<file path="src/rtl/elastic_register.sv">
// elastic_register: two-entry valid/ready skid buffer.
// The consumer always reads the main register. The skid register catches the
// one word that arrives while the consumer stalls with main already occupied.
// Every output comes straight from a flop, so neither i_read_ready nor
// i_write_data has a combinational path to an output.
module elastic_register #(
  parameter int DATA_WIDTH = 32
) (
  input  logic                  clk,
  input  logic                  arst,
  input  logic                  i_flush,
  input  logic                  i_write_valid,
  input  logic [DATA_WIDTH-1:0] i_write_data,
  output logic                  o_write_ready,
  output logic                  o_read_valid,
  output logic [DATA_WIDTH-1:0] o_read_data,
  input  logic                  i_read_ready,
  output logic [1:0]            o_count
);

  typedef enum logic [1:0] {
    EMPTY = 2'b00,
    BUSY  = 2'b01,
    FULL  = 2'b10
  } state_e;

  state_e                state_q, state_d;
  logic [DATA_WIDTH-1:0] main_q, main_d;
  logic [DATA_WIDTH-1:0] skid_q, skid_d;
  logic                  wr_rdy_q, wr_rdy_d;
  logic                  rd_vld_q, rd_vld_d;
  logic [1:0]            count_q, count_d;

  logic accept;
  logic take;

  assign accept = i_write_valid & wr_rdy_q;
  assign take   = rd_vld_q & i_read_ready;

  // Next-state, data steering and registered-output precomputation.
  always_comb begin
    state_d = state_q;
    main_d  = main_q;
    skid_d  = skid_q;

    unique case (state_q)
      EMPTY: begin
        if (accept) begin
          state_d = BUSY;
          main_d  = i_write_data;
        end
      end
      BUSY: begin
        if (accept && take) begin
          main_d = i_write_data;
        end else if (accept) begin
          state_d = FULL;
          skid_d  = i_write_data;
        end else if (take) begin
          state_d = EMPTY;
        end
      end
      FULL: begin
        if (take) begin
          state_d = BUSY;
          main_d  = skid_q;
        end
      end
      default: begin
        // The unused encoding recovers to EMPTY.
        state_d = EMPTY;
      end
    endcase

    // A flush empties the buffer and voids any handshake in the same cycle.
    // The data registers keep their old contents, which cannot be seen while
    // the buffer is empty.
    if (i_flush) begin
      state_d = EMPTY;
      main_d  = main_q;
      skid_d  = skid_q;
    end

    // Each output flag is computed from the next state so that it can leave
    // the block directly from a flop.
    wr_rdy_d = (state_d != FULL);
    rd_vld_d = (state_d != EMPTY);
    unique case (state_d)
      BUSY:    count_d = 2'd1;
      FULL:    count_d = 2'd2;
      default: count_d = 2'd0;
    endcase
  end

  // State, data and output registers. Reset takes priority over flush and over
  // every handshake.
  always_ff @(posedge clk) begin
    if (arst) begin
      state_q  <= EMPTY;
      main_q   <= '0;
      skid_q   <= '0;
      wr_rdy_q <= 1'b1;
      rd_vld_q <= 1'b0;
      count_q  <= 2'd0;
    end else begin
      state_q  <= state_d;
      main_q   <= main_d;
      skid_q   <= skid_d;
      wr_rdy_q <= wr_rdy_d;
      rd_vld_q <= rd_vld_d;
      count_q  <= count_d;
    end
  end

  assign o_write_ready = wr_rdy_q;
  assign o_read_valid  = rd_vld_q;
  assign o_read_data   = main_q;
  assign o_count       = count_q;

endmodule

</file>
<file path="config.mk">
export PLATFORM = sky130hd
export DESIGN_NAME = elastic_register
export DESIGN_NICKNAME = d
export VERILOG_FILES = /design/src/rtl/elastic_register.sv
export SDC_FILE = /design/constraint.sdc
export NUM_CORES = 1
export LEC_CHECK = 0
export BUFFER_PORTS_ARGS = -buffer_cell sky130_fd_sc_hd__buf_4
export CORE_AREA = 2 2 88 90
export CTS_BUF_LIST = sky130_fd_sc_hd__clkbuf_8
export DETAILED_ROUTE_END_ITERATION = 6
export DIE_AREA = 0 0 90 92
export PLACE_DENSITY = 0.83
export SYNTH_ARGS = -nofsm -noshare
export SYNTH_HDL_FRONTEND = slang
export SYNTH_SLANG_ARGS = --single-unit
</file>
<file path="constraint.sdc">
create_clock -name clk -period 1.4 [get_ports clk]
set_input_delay 0.21 -clock clk [delete_from_list [all_inputs] [get_ports clk]]
set_output_delay 0.21 -clock clk [all_outputs]
set_load 0.05 [all_outputs]
</file>
==> impl_metrics.tcl <==
set metrics [dict create \
    drt_first_pass_iters 5 \
    quantity_of_i_o_buffers_inserted_on_ports 72 \
    clk_transition_reported_paths_ns 0.07 \
    hold_path.startpoint "i_write_data[3]" \
    p_total_uw 4530 \
    path_max_fanout 17 \
    final-max-slew-violation-count 0 \
    worstRegToRegCells 4 \
    vias 3061 \
    stdcell_count 506 \
    netlist-cell-type-count 28 \
    timing.setup.critical_path_class "reg2reg" \
    dp_hpwl_um 5830 \
    synthDominantAreaCellType "sky130_fd_sc_hd__dfxtp_1" \
    synth_enable_flop_cells 0 \
    ys_ff_latch 70 \
    most_frequent_cell_after_synthesis "sky130_fd_sc_hd__dfxtp_1" \
    final_setup_slack_of_the_worst_path_ns -0.00500 \
    share_of_total_power_in_the_clock_network_pct 27.5 \
    antenna_left 0 \
    report.final.setup_viol 1 \
    asyncSetResetFlopFracSynth_pct 0 \
    h_tree_levels 3 \
    syn_to_final_growth_pct 33.6 \
    synth.top_cells.by_count "70 x sky130_fd_sc_hd__dfxtp_1, 33 x sky130_fd_sc_hd__mux2i_1, 32 x sky130_fd_sc_hd__a21oi_1, 32 x sky130_fd_sc_hd__nand3_1, 30 x sky130_fd_sc_hd__a211oi_2" \
    yosys.area.top_type_share_pct 41.1 \
    hold-path-endpoint "skid_q[3]" \
    rr_startpoint "o_read_valid" \
    syn_avg_cell_area_um2 10.4 \
    maxSlewHeadroom_pct 78.8 \
    drc_violations_left 0 \
    numPlacedInstances 488 \
    p_per_area_nw_per_um2 994 \
    netSwitchingPower_uw 1410 \
    grt_antenna_before_repair 0 \
    overall_global_routing_usage_pct 22.6 \
    clk-insertion-delay-late_ns 0.34 \
    finalHoldViolCount 0 \
    grt_setup_unrepaired "true" \
    cp_num_cells 4 \
    power.switching_fraction_pct 31.2 \
    finish.net_count 440 \
    tritoncts.num_buffers 9 \
    cpMaxStageDelayCell "sky130_fd_sc_hd__and4b_2" \
    tritoncts "yes" \
    die_width_um 90 \
    final.period_utilization_pct 100 \
    hold_class "in2reg" \
    worstPathCellList "and4b_2, buf_8, a221oi_2, a211oi_2" \
    cts_hold_buf 0 \
    yosys_most_used_dff "sky130_fd_sc_hd__dfxtp_1" \
    start_util_pct 45.8 \
    placement_rows 32 \
    cell_count_after_synthesis 327 \
    power.share.sequential_pct 47.4 \
    internal-power_uw 3120 \
    synthesis.area_um2 3410 \
    clock_sinks 70 \
    power.share.combinational_pct 25.1 \
    path_buf_inv 1 \
    fp.coreArea_um2 7450 \
    worst_hold_path_cells 3 \
    final_core_util_pct 61.2 \
    timing.fmax_mhz 712 \
    synth.top_cells.by_area "sky130_fd_sc_hd__dfxtp_1 41%, sky130_fd_sc_hd__a211oi_2 11%, sky130_fd_sc_hd__mux2i_1 9.7%" \
    gp_congestion 0.858 \
    boundaryPins 73 \
    maxCapViolations 0 \
    worstReg2RegEnd "o_read_data[23]" \
    critical_path.top_delay_family "simple AND/OR/NAND/NOR gates" \
    avgViaCountPerCell 6.05 \
    first_global_vias 2923 \
    ys.warnings.count 0 \
    timing_worst_slew_pin_value_ns 0.316 \
    routed_wirelength_um 9420 \
    slowest_delay_ns 0.37 \
    placement.setup.worst_slack_ns -0.0883 \
    critical_path.endpoint_type "flop" \
    synth-seq-area-share_pct 41.1 \
    status "finished, violations left" \
    cp-start-kind "flop" \
    worst_ir_drop_vdd_mv 0.677 \
    layout-drive-gt1-share_pct 46.8 \
    postSynthNetCount 364 \
    final_period_minus_worst_setup_slack_ns 1.40 \
    die_height_um 92 \
    cp.arrival_ns 1.66 \
    maximum_number_of_pins_on_one_net_before_global_route_repair 34 \
    diodes 0 \
    cts.root.buffer_cell "sky130_fd_sc_hd__clkbuf_8" \
    die-area_um2 8280 \
    grt_pass1_wl_um 15100 \
    initial_drc_count 292 \
    rrSetupSlack_ns -0.005 \
    worstPathRequired_ns 1.65 \
    drt-wirelength-per-cell_um 18.6 \
    fin_worst_skew_ns 0.00588 \
    clock_tree.buffer_depth 2 \
    p_leak_uw 0.00187 \
    violations_in_the_final_reports "negative setup slack" \
    grt_overflow_total 0 \
]
worst min-delay path, cell delays in order:
cell	delay [ns]
sky130_fd_sc_hd__buf_4	0.11
sky130_fd_sc_hd__nand3_1	0.05
sky130_fd_sc_hd__a21oi_1	0.05
through the flow:
stage	hold WS [ns]	cell area, um2	TNS [ns]
2_1_floorplan	0.279	3490	-0.208
3_3_place_gp	0.458	4230	-0.742
3_5_place_dp	0.466	4230	-1.94
4_1_cts	0.125	4410	-0.446
5_1_grt	0.138	4550	-0.971
6_report	0.140	4550	-0.00500
logic make-up after synthesis:
logic type,share of synthesized area [%]
AOI/OAI and AO/OA,35.7
buffers and inverters,6.79
DFF,41.1
muxes,9.69
and+or+nand+nor,6.72
final cells by class:
type                       instances  area (um2)
fill                             611        2890
multi-input combinational        216        1960
sequential                        70        1410
timing repair buffer             105         910
tap                              102         128
clock buffer                       9         124
clock inverter                     3        11.3
inverter                           1        5.00
sequential cells by signal, summed over array words and instances (netlist names):
name           flops
o_read_data       32
skid_q            32
o_count            2
state_q            2
o_read_valid       1
o_write_ready      1
layer usage:
metal,vias to the layer above,wire length [um],GRT usage [%]
met5,-,0,0
met4,0,181,8.33
met3,17,550,5.42
met2,116,4590,35.4
met1,1491,4090,30.3
li1,1437,-,-
worst max-delay path by stage:
stage | from | end
2_1_floorplan | o_read_valid | o_read_data[0]
3_3_place_gp | state_q[0] | o_read_data[25]
3_5_place_dp | state_q[0] | o_read_data[27]
4_1_cts | state_q[1] | skid_q[26]
5_1_grt | state_q[1] | o_read_data[5]
6_report | o_read_valid | o_read_data[23]
cells in the final DEF, fill, tap and decap left out, drive strengths merged:
master     n
a21boi     1
a21o       1
and4bb     1
a221o      1
clkbuf     9
inv        3
nand3     32
mux2i     33
nand2b     1
a211oi    33
a21bo      1
dfxtp     70
clkinv     1
and4b      1
nand3b     1
a22o       5
nand2      3
buf      105
o21ai     33
a21oi     32
a221oi    34
nor3       2
nand4bb    1
timing repair:
action                     CTS  global route
pin swaps                    1             5
resized for setup            4            21
setup endpoints to repair   38            57
buffers inserted             1             3
cloned                       1             1
power by group through the flow:
stage / clock [uW] / sequential, uW / combinational [uW]
CTS: 1280 / 2140 / 1080
global placement: 0 / 2180 / 1050
finish: 1250 / 2150 / 1140
global route: 1350 / 2150 / 1200
floorplan: 0 / 2430 / 482
detailed placement: 0 / 2180 / 1070
Note: power is estimated with default switching activity, not from simulation.
